File: config.mk
export PLATFORM = sky130hd
export DESIGN_NAME = int_ctrl_v1
export DESIGN_NICKNAME = d
export VERILOG_FILES = /design/src/rtl/int_ctrl_v1.sv
export SDC_FILE = /design/constraint.sdc
export NUM_CORES = 1
export LEC_CHECK = 0
export ABC_AREA = 1
export CORE_ASPECT_RATIO = 1.1
export CORE_UTILIZATION = 48
export CTS_CLUSTER_DIAMETER = 30
export DETAILED_ROUTE_END_ITERATION = 16
export DONT_BUFFER_PORTS = 1
export PLACE_DENSITY_LB_ADDON = 0.3
export SYNTH_ARGS = -nofsm -noshare
export SYNTH_HDL_FRONTEND = slang
export SYNTH_SLANG_ARGS = --single-unit
File: constraint.sdc
create_clock -name sys_clk -period 2.73 [get_ports sys_clk]
set_clock_uncertainty 0.15 [all_clocks]
set_input_delay 0.546 -clock sys_clk [delete_from_list [all_inputs] [get_ports sys_clk]]
set_output_delay 0.546 -clock sys_clk [all_outputs]
set_load 0.1 [all_outputs]
File: src/rtl/int_ctrl_v1.sv
// Interrupt controller: sticky event flags, per-source enables, fixed-priority
// arbitration and a req/ack/done handshake toward the CPU.
module int_ctrl_v1 #(
    parameter int unsigned            DATA_WIDTH = 32,
    parameter int unsigned            ADDR_WIDTH = 32,
    parameter logic [ADDR_WIDTH-1:0]  BASE_ADDR  = 32'hFFFFF864,
    parameter int unsigned            N_SRC      = 14
) (
    input  logic                    sys_clk,
    input  logic                    sys_rst,
    input  logic [ADDR_WIDTH-1:0]   sys_addr,
    input  logic                    sys_wr_en,
    input  logic [DATA_WIDTH-1:0]   sys_sw_value,
    input  logic [N_SRC-1:0]        src_event,
    input  logic                    irq_ack,
    input  logic                    irq_done,
    output logic [DATA_WIDTH-1:0]   sfr_rd_dout,
    output logic                    irq_req,
    output logic [4:0]              irq_id
);

    localparam int unsigned ID_W = 5;

    localparam logic [ADDR_WIDTH-1:0] ADDR_EN   = BASE_ADDR;
    localparam logic [ADDR_WIDTH-1:0] ADDR_FLG  = BASE_ADDR + ADDR_WIDTH'(4);
    localparam logic [ADDR_WIDTH-1:0] ADDR_CTRL = BASE_ADDR + ADDR_WIDTH'(8);
    localparam logic [ADDR_WIDTH-1:0] ADDR_VEC  = BASE_ADDR + ADDR_WIDTH'(12);

    typedef enum logic [1:0] {
        ST_IDLE    = 2'd0,
        ST_REQ     = 2'd1,
        ST_SERVICE = 2'd2
    } state_t;

    state_t             state;
    state_t             state_nxt;

    logic [N_SRC-1:0]   inten;
    logic [N_SRC-1:0]   flg;
    logic [N_SRC-1:0]   flg_nxt;
    logic               gie;

    logic [N_SRC-1:0]   pending;
    logic [31:0]        pend_ext;
    logic [ID_W-1:0]    winner;
    logic               req_nxt;
    logic [ID_W-1:0]    id_nxt;

    logic               sel_en;
    logic               sel_flg;
    logic               sel_ctrl;
    logic               sel_vec;
    logic               ack_hit;
    logic [N_SRC-1:0]   ack_mask;
    logic [N_SRC-1:0]   w1c_mask;
    logic               unused_wdata;

    // Address decode shared by reads and writes
    assign sel_en   = (sys_addr == ADDR_EN);
    assign sel_flg  = (sys_addr == ADDR_FLG);
    assign sel_ctrl = (sys_addr == ADDR_CTRL);
    assign sel_vec  = (sys_addr == ADDR_VEC);

    assign unused_wdata = ^sys_sw_value;

    assign pending  = flg & inten;
    assign pend_ext = 32'(pending);

    // Lowest pending index wins
    always_comb begin
        winner = '0;
        for (int i = int'(N_SRC) - 1; i >= 0; i--) begin
            if (pending[i]) begin
                winner = ID_W'(i);
            end
        end
    end

    // Flag update: W1C and ack clear, but a same-cycle event always sets
    assign ack_hit  = (state == ST_REQ) && irq_ack;
    assign ack_mask = ack_hit ? N_SRC'(32'd1 << irq_id) : '0;
    assign w1c_mask = (sys_wr_en && sel_flg) ? sys_sw_value[N_SRC-1:0] : '0;
    assign flg_nxt  = (flg & ~(w1c_mask | ack_mask)) | src_event;

    always_ff @(posedge sys_clk) begin
        if (sys_rst) begin
            inten <= '0;
            flg   <= '0;
            gie   <= 1'b0;
        end else begin
            flg <= flg_nxt;
            if (sys_wr_en && sel_en) begin
                inten <= sys_sw_value[N_SRC-1:0];
            end
            if (sys_wr_en && sel_ctrl) begin
                gie <= sys_sw_value[0];
            end
        end
    end

    // State register
    always_ff @(posedge sys_clk) begin
        if (sys_rst) begin
            state <= ST_IDLE;
        end else begin
            state <= state_nxt;
        end
    end

    // Next state; ack takes precedence over withdrawal
    always_comb begin
        state_nxt = state;
        case (state)
            ST_IDLE: begin
                if (gie && (pending != '0)) begin
                    state_nxt = ST_REQ;
                end
            end
            ST_REQ: begin
                if (irq_ack) begin
                    state_nxt = ST_SERVICE;
                end else if (!pend_ext[irq_id] || !gie) begin
                    state_nxt = ST_IDLE;
                end
            end
            ST_SERVICE: begin
                if (irq_done) begin
                    state_nxt = ST_IDLE;
                end
            end
            default: state_nxt = ST_IDLE;
        endcase
    end

    // Output decode; id only latched on entry to REQ so it never preempts
    always_comb begin
        req_nxt = 1'b0;
        id_nxt  = irq_id;
        if (state_nxt == ST_REQ) begin
            req_nxt = 1'b1;
        end
        if ((state == ST_IDLE) && (state_nxt == ST_REQ)) begin
            id_nxt = winner;
        end
    end

    always_ff @(posedge sys_clk) begin
        if (sys_rst) begin
            irq_req <= 1'b0;
            irq_id  <= '0;
        end else begin
            irq_req <= req_nxt;
            irq_id  <= id_nxt;
        end
    end

    // Read mux, zero when no register is addressed
    always_comb begin
        sfr_rd_dout = '0;
        if (sel_en) begin
            sfr_rd_dout = DATA_WIDTH'(inten);
        end else if (sel_flg) begin
            sfr_rd_dout = DATA_WIDTH'(flg);
        end else if (sel_ctrl) begin
            sfr_rd_dout = DATA_WIDTH'(gie);
        end else if (sel_vec) begin
            sfr_rd_dout[DATA_WIDTH-1] = (state == ST_SERVICE);
            sfr_rd_dout[DATA_WIDTH-2] = irq_req;
            sfr_rd_dout[ID_W-1:0]     = irq_id;
        end
    end

endmodule
; Yosys cells after proc, flatten, opt, wreduce, memory -nomap -nowiden
; Cells that the tools add are included.
[word_totals]
register_bits = 37
latch_bits = 0
ramBits = 0
romBits = 0
input_bits = 83
out_inout_bits = 38
word_cells = 61
mem_count = 0
[classes]
addsub = 0
mul = 0
n_div = 0
order_cmp = 1
eq_ne = 7
shift = 1
muxes = 30
n_bitwise = 5
n_reduce_logical = 11
[ops]
columns = op, n
row1 = "equality test 32 bit, second input constant", 4
row2 = two-way mux 5 bit, 15
row3 = two-way mux 32 bit, 2
row4 = bitwise AND 14 bit, 2
row5 = two-way mux 14 bit, 2
row6 = bitwise OR 14 bit, 2
row7 = inverter 14 bit, 1
row8 = nonzero test 14 bit, 1
row9 = "left shift 1 x 5 -> 14 bit, first input constant", 1
row10 = two-way mux 2 bit, 6
row11 = logical AND 1 bit, 6
row12 = "< comparator 5 x 6 -> 1 bit, second input constant", 1
row13 = one-hot mux 2 bit (3 select lines), 1
row14 = binary-select mux 1 bit (select 5 bit), 1
row15 = "equality test 2 x 1 -> 1 bit, second input constant", 2
row16 = two-way mux 4 bit, 1
row17 = "equality test 2 bit, second input constant", 1
row18 = logical NOT 1 bit, 2
row19 = logical NOT 2 bit, 1
row20 = two-way mux 1 bit, 2
row21 = logical OR 1 bit, 1

; Logic depth before layout (Yosys ltp)
; Gate-level depths: netlist of the first run.
[depth]
depth_word = 15
ltp_mapped = 16
depth_no_buf = 16

; Worst setup path before layout of the first run
; No wires, ideal clock.
[synth_path]
kind = input -> output
from = in sys_addr[19]
to = out sfr_rd_dout[10]
t_arrival_ps = 3586
required_time_ps = 2034
setup_slack_ps = -1552
stages = 5
n_path_buf = 1
path_cell_list = nand4_1 > nor4_4 > nand3b_2 > clkbuf_1 > o21ai_0
[synth_via]
elab_chain_len = 3
word_cells_on_any_way = 4
classes_between = 2 x eq/ne / 2 x mux
[synth_lines]
columns = element, line
row1 = start: declaration, 11  ; input logic [ADDR_WIDTH-1:0] sys_addr,
row2 = equality test 32 bit, 60  ; assign sel_flg = (sys_addr == ADDR_FLG);
row3 = two-way mux 32 bit, 162  ; end else if (sel_flg) begin
row4 = two-way mux 32 bit *, 160  ; if (sel_en) begin
row5 = end: declaration, 17  ; output logic [DATA_WIDTH-1:0] sfr_rd_dout,
; Every way passes the cells marked *; elsewhere a longest branch is shown, timed or not.

; Final worst setup path of the first run
[layout_path]
from = in sys_addr[27]
to = out sfr_rd_dout[0]
[layout_via]
elab_chain_len = 5
word_cells_on_any_way = 8
classes_between = 4 x eq/ne / 4 x mux
[layout_lines]
columns = element, line
row1 = equality test 32 bit, 62  ; assign sel_vec = (sys_addr == ADDR_VEC);
row2 = two-way mux 5 bit, 166  ; end else if (sel_vec) begin
row3 = two-way mux 5 bit, 164  ; end else if (sel_ctrl) begin
row4 = two-way mux 32 bit, 162
row5 = two-way mux 32 bit *, 160
; Marks and branches as above.

==> results.yml, run 1 <==
sta:
  slew_violations: 0
  fin_tns_setup_ns: 0
  fmax_mhz: 383
  finalHoldViolations: 0
  rsz0062_at_grt: "no"
  setup-violations-final: 0
  finalCriticalPeriod_ns: 2.61
  holdWs_ns: 0.163
  min_period_over_period_pct: 95.5
placement:
  gp_congestion: 0.899
  portBuffers: 0
  hpwl_mm: 4.95
run_status:
  status: "finished, final reports clean"
clock_network:
  cts_root_buf: "clkbuf_8"
  cts_hold_buf: 0
  cts_sinks: 36
  postCtsSetupRepairBufs: 0
  clock_latency_ns: 0.29
  clockBufferDepth: 2
  cts_resized: 0
  cts-htree-levels: 2
  clk_pin_slew_ns: 0.08
  cts-buffers-inserted: 5
  cts_tree: "yes"
cells_and_area:
  area_growth_pct: 29.9
  layout_common_cells: "nand2_1 (120), inv_1 (50), a21oi_1 (45)"
  fin_util_pct: 65.2
  drive_above_1_share_pct: 16.1
  final_common_cell: "nand2_1"
  nets: 480
  antenna_cells: 0
route:
  wl_met2_mm: 3.16
  routed-via-count: 2439
  highest_layer: "met4"
  route.detailed.wl_per_inst_um: 14.0
  ant_nets: 0
  drt_iter0_drc: 117
  viasPerCell: 5.37
  dr_wl_met3_um: 416
  drc_errors: 0
  routed_wl_mm: 6.38
  dr.pass1.iters: 4
  wl_met1_mm: 2.71
critical_path:
  reg2reg_depth: 12
  rr_endpoint: "irq_req"
  cp_data_arrival_time_ns: 1.91
  reg2reg_slack_ns: 0.83
  endpoint_kind: "output port"
  critical_path_required_ns: 2.03
  cp_max_fo: 6
  critPathKind: "primary input to output port"
  timing.rr.start: "irq_id[1]"
  cp-start-kind: "primary input"
die:
  die_area_mm2: 0.00515
  die_h_um: 75.1
  die_w_um: 68.5
  ios: 121
  start_util_pct: 50.2
  coreArea_mm2: 0.00465
  placementRows: 26
global_routing:
  grt_pass1_vias: 2169
  grt_overflow: 0
  grt_first_pass_wirelength_mm: 9.89
  grt_max_degree: 35
  antenna_found_initial: 0
  track_usage_pct: 25.8
min_path:
  hold_class: "primary input to flop"
  worstHoldEndpoint: "inten[2]"
  hp-start: "sys_rst"
  holdPathStages: 1
yosys:
  synth_cell_types: 29
  yosys.area.top_type: "dfxtp_1"
  synth.area.top_cells: "dfxtp_1 (31%), nand2_1 (19%), a21oi_1 (9.6%), inv_1 (8.0%), buf_4 (5.5%)"
  synth_top_area_share_pct: 30.9
  synth_seq_cells: 36
  ys_warn_count: 0
  synth-seq-area-share_pct: 30.9
  synthCells: 373
  syn_area_mm2: 0.00233
  syn_avg_cell_area_um2: 6.26
power_and_ir_drop:
  power.leakage_nw: 1.32
  power.density_mw_per_mm2: 387
  peakVddDrop_mv: 0.297
job:
  max_cap_violations: 0
[power breakdown]
| part | switching, mW | leakage, nW | internal (mW) |
|---|---|---|---|
| Combinational | 0.134 | 0.972 | 0.0179 |
| Clock | 0.204 | 0.0541 | 0.270 |
| Sequential | 0.00852 | 0.295 | 0.539 |
[area by class of cell]
cell class / count / area (µm²)
Clock buffer: 5 / 68.8
Sequential cell: 36 / 721
Tap cell: 56 / 70.1
Timing Repair Buffer: 28 / 435
Clock inverter: 3 / 42.5
Multi-Input combinational cell: 275 / 1500
Inverter: 51 / 191
Fill cell: 428 / 1620
[cells in the mapped netlist, drive strengths merged]
cell / number
nand2: 122
inv: 51
a21oi: 45
dfxtp: 36
nor2: 26
buf: 20
o21ai: 18
nand3: 14
nand4: 11
clkbuf: 7
nor3: 6
o221ai: 4
nand3b: 3
a211oi: 2
a31oi: 2
nor4: 2
a41oi: 1
and2: 1
and3b: 1
conb: 1
[worst max path at each step]
| stage | start | endpoint | slack, ns | cells after the start |
|---|---|---|---|---|
| 6_report | sys_addr[27] | sfr_rd_dout[0] | 0.12 | 9 |
| 5_1_grt | sys_addr[27] | sfr_rd_dout[0] | 0.03 | 9 |
| 4_1_cts | sys_addr[27] | sfr_rd_dout[0] | 0.11 | 9 |
| 3_5_place_dp | sys_addr[27] | sfr_rd_dout[0] | 0.11 | 9 |
| 3_3_place_gp | sys_addr[27] | sfr_rd_dout[0] | 0.12 | 9 |
| 2_1_floorplan | sys_addr[27] | sfr_rd_dout[10] | -0.17 | 5 |
[cells by family after synthesis]
kind of cell / share of synthesized area (%)
simple gates: 36.2
buf+inv: 16.2
compound gates: 16.6
flops: 30.9
other cells: 0.161
[worst max-delay path, stage by stage]
cell and delay (ns):
nand4_1 0.12, nor4_4 0.29, and2_4 0.19, buf_4 0.13
nand2_8 0.08, o21ai_0 0.16, nor2_1 0.10, nor2_4 0.11
buf_12 0.18
[per-stage QoR]
stage / power [mW] / setup slack [ns] / std cells / instance area, µm²
2_1_floorplan: 0.728 / -0.166 / 389 / 2610
3_3_place_gp: 0.709 / 0.118 / 446 / 2920
3_5_place_dp: 0.711 / 0.114 / 446 / 2920
4_1_cts: 1.18 / 0.110 / 454 / 3030
5_1_grt: 1.21 / 0.0342 / 454 / 3030
6_report: 1.17 / 0.122 / 454 / 3030
[per-layer routing]
metal | GRT usage [%] | vias to the layer above
met5 | 0 | -
met4 | 8.56 | 0
met2 | 42.2 | 105
met3 | 5.00 | 11
li1 | - | 1218
met1 | 33.9 | 1105
[sequential cells by signal, indices dropped and copies added (netlist names)]
register  cells
flg          14
gie           1
inten        14
irq_id        4
state         2
irq_req       1
No activity file was read; power rests on OpenSTA's default activity.
==> inputs of run 2 (changes only) <==
Settings changed: CAP_MARGIN from default to 20, CORE_UTILIZATION 48 to 47.
==> results.yml, run 2 (synthesis results as in run 1) <==
run_status:
  status: "finished, final reports clean"
sta:
  rsz0062_at_grt: "no"
  finalCriticalPeriod_ns: 2.59
  min_period_over_period_pct: 94.8
  finalHoldViolations: 0
  fmax_mhz: 386
  slew_violations: 0
  setup-violations-final: 0
global_routing:
  grt_overflow: 0
  antenna_found_initial: 0
  grt_pass1_vias: 2300
  grt_first_pass_wirelength_mm: 10.5
  grt_max_degree: 35
  track_usage_pct: 24.9
power_and_ir_drop:
  power.density_mw_per_mm2: 363
  peakVddDrop_mv: 0.198
  power_mw: 1.09
  power.leakage_nw: 1.31
clock_network:
  cts-htree-levels: 2
  postCtsSetupRepairBufs: 0
  clk_pin_slew_ns: 0.07
  cts_tree: "yes"
  cts_hold_buf: 0
  cts-buffers-inserted: 5
  clockBufferDepth: 2
  clock_latency_ns: 0.29
  cts_root_buf: "clkbuf_8"
  cts_resized: 0
  cts_sinks: 36
die:
  coreArea_mm2: 0.00472
  die_w_um: 69.2
  start_util_pct: 49.5
  placementRows: 26
  ios: 121
  die_h_um: 75.9
  die_area_mm2: 0.00525
cells_and_area:
  multi_input_area_mm2: 0.00150
  drive_above_1_share_pct: 16.3
  layout_common_cells: "nand2_1 (120), inv_1 (50), a21oi_1 (45)"
  regArea_um2: 721
  fillers: 437
  nets: 481
  antenna_cells: 0
  fin_util_pct: 63.8
  top_regs: "flg: 14 flops, inten: 14 flops, irq_id: 4 flops"
  final_common_cell: "nand2_1"
  area_growth_pct: 28.8
critical_path:
  cp_data_arrival_time_ns: 1.89
  reg2reg_slack_ns: 0.83
  critical_path_required_ns: 2.03
  startpoint: "sys_addr[27]"
  rr_endpoint: "irq_req"
  critPathKind: "primary input to output port"
  reg2reg_depth: 12
  cp_max_fo: 9
  endpoint_kind: "output port"
  timing.rr.start: "irq_id[1]"
  cp-start-kind: "primary input"
route:
  route.detailed.wl_per_inst_um: 14.1
  routed_wl_mm: 6.43
  viasPerCell: 5.37
  routed-via-count: 2445
  ant_nets: 0
  drc_errors: 0
  drt_iter0_drc: 154
  dr.pass1.iters: 4
min_path:
  worstHoldEndpoint: "flg[6]"
  holdPathStages: 1
  hold_class: "primary input to flop"
  hp-start: "sys_rst"
job:
  max_cap_violations: 0
placement:
  hpwl_mm: 5.03
  portBuffers: 0
  gp_congestion: 0.936
-- run 2: metal layers --
layer	GRT usage (%)	wire length, µm	vias to the layer above
li1	-	-	1220
met1	30.6	2710	1127
met2	43.5	3290	90
met3	4.65	350	8
met4	7.55	80	0
met5	0	0	-
-- run 2: how the worst max path moves through the flow --
stage,endpoint,depth (start not counted)
detailed placement,sfr_rd_dout[0],9
floorplan,sfr_rd_dout[10],5
CTS,sfr_rd_dout[0],9
global placement,sfr_rd_dout[0],9
global route,sfr_rd_dout[0],9
finish,sfr_rd_dout[1],7
-- run 2: stage by stage --
stage / worst slack, ns / setup TNS [ns] / area (µm²) / hold WS (ns) / std cells
2_1_floorplan: -0.166 / -1.69 / 2610 / 0.309 / 389
3_3_place_gp: 0.130 / 0 / 2920 / 0.310 / 447
3_5_place_dp: 0.0697 / 0 / 2920 / 0.314 / 447
4_1_cts: 0.0690 / 0 / 3010 / 0.163 / 455
5_1_grt: 0.0262 / 0 / 3010 / 0.157 / 455
6_report: 0.141 / 0 / 3010 / 0.168 / 455
-- run 2: report_power, final --
| part | total (mW) | internal (mW) | switching [mW] |
|---|---|---|---|
| combinational | 0.151 | 0.0179 | 0.133 |
| sequential | 0.548 | 0.540 | 0.00849 |
| clock | 0.392 | 0.201 | 0.191 |
| total | 1.09 | 0.759 | 0.333 |
-- run 2: critical path, stage by stage --
cell,delay (ns)
nand4_1,0.12
nor4_4,0.30
buf_4,0.18
nand3b_2,0.09
buf_4,0.23
o221ai_4,0.20
buf_12,0.21
-- run 2: area by class of cell --
class / count / share of cell area, %
Multi-Input combinational cell: 275 / 50.0
Sequential cell: 36 / 24.0
Tap cell: 56 / 2.33
Timing Repair Buffer: 29 / 14.3
Clock buffer: 6 / 2.75
Inverter: 51 / 6.36
Clock inverter: 2 / 0.333
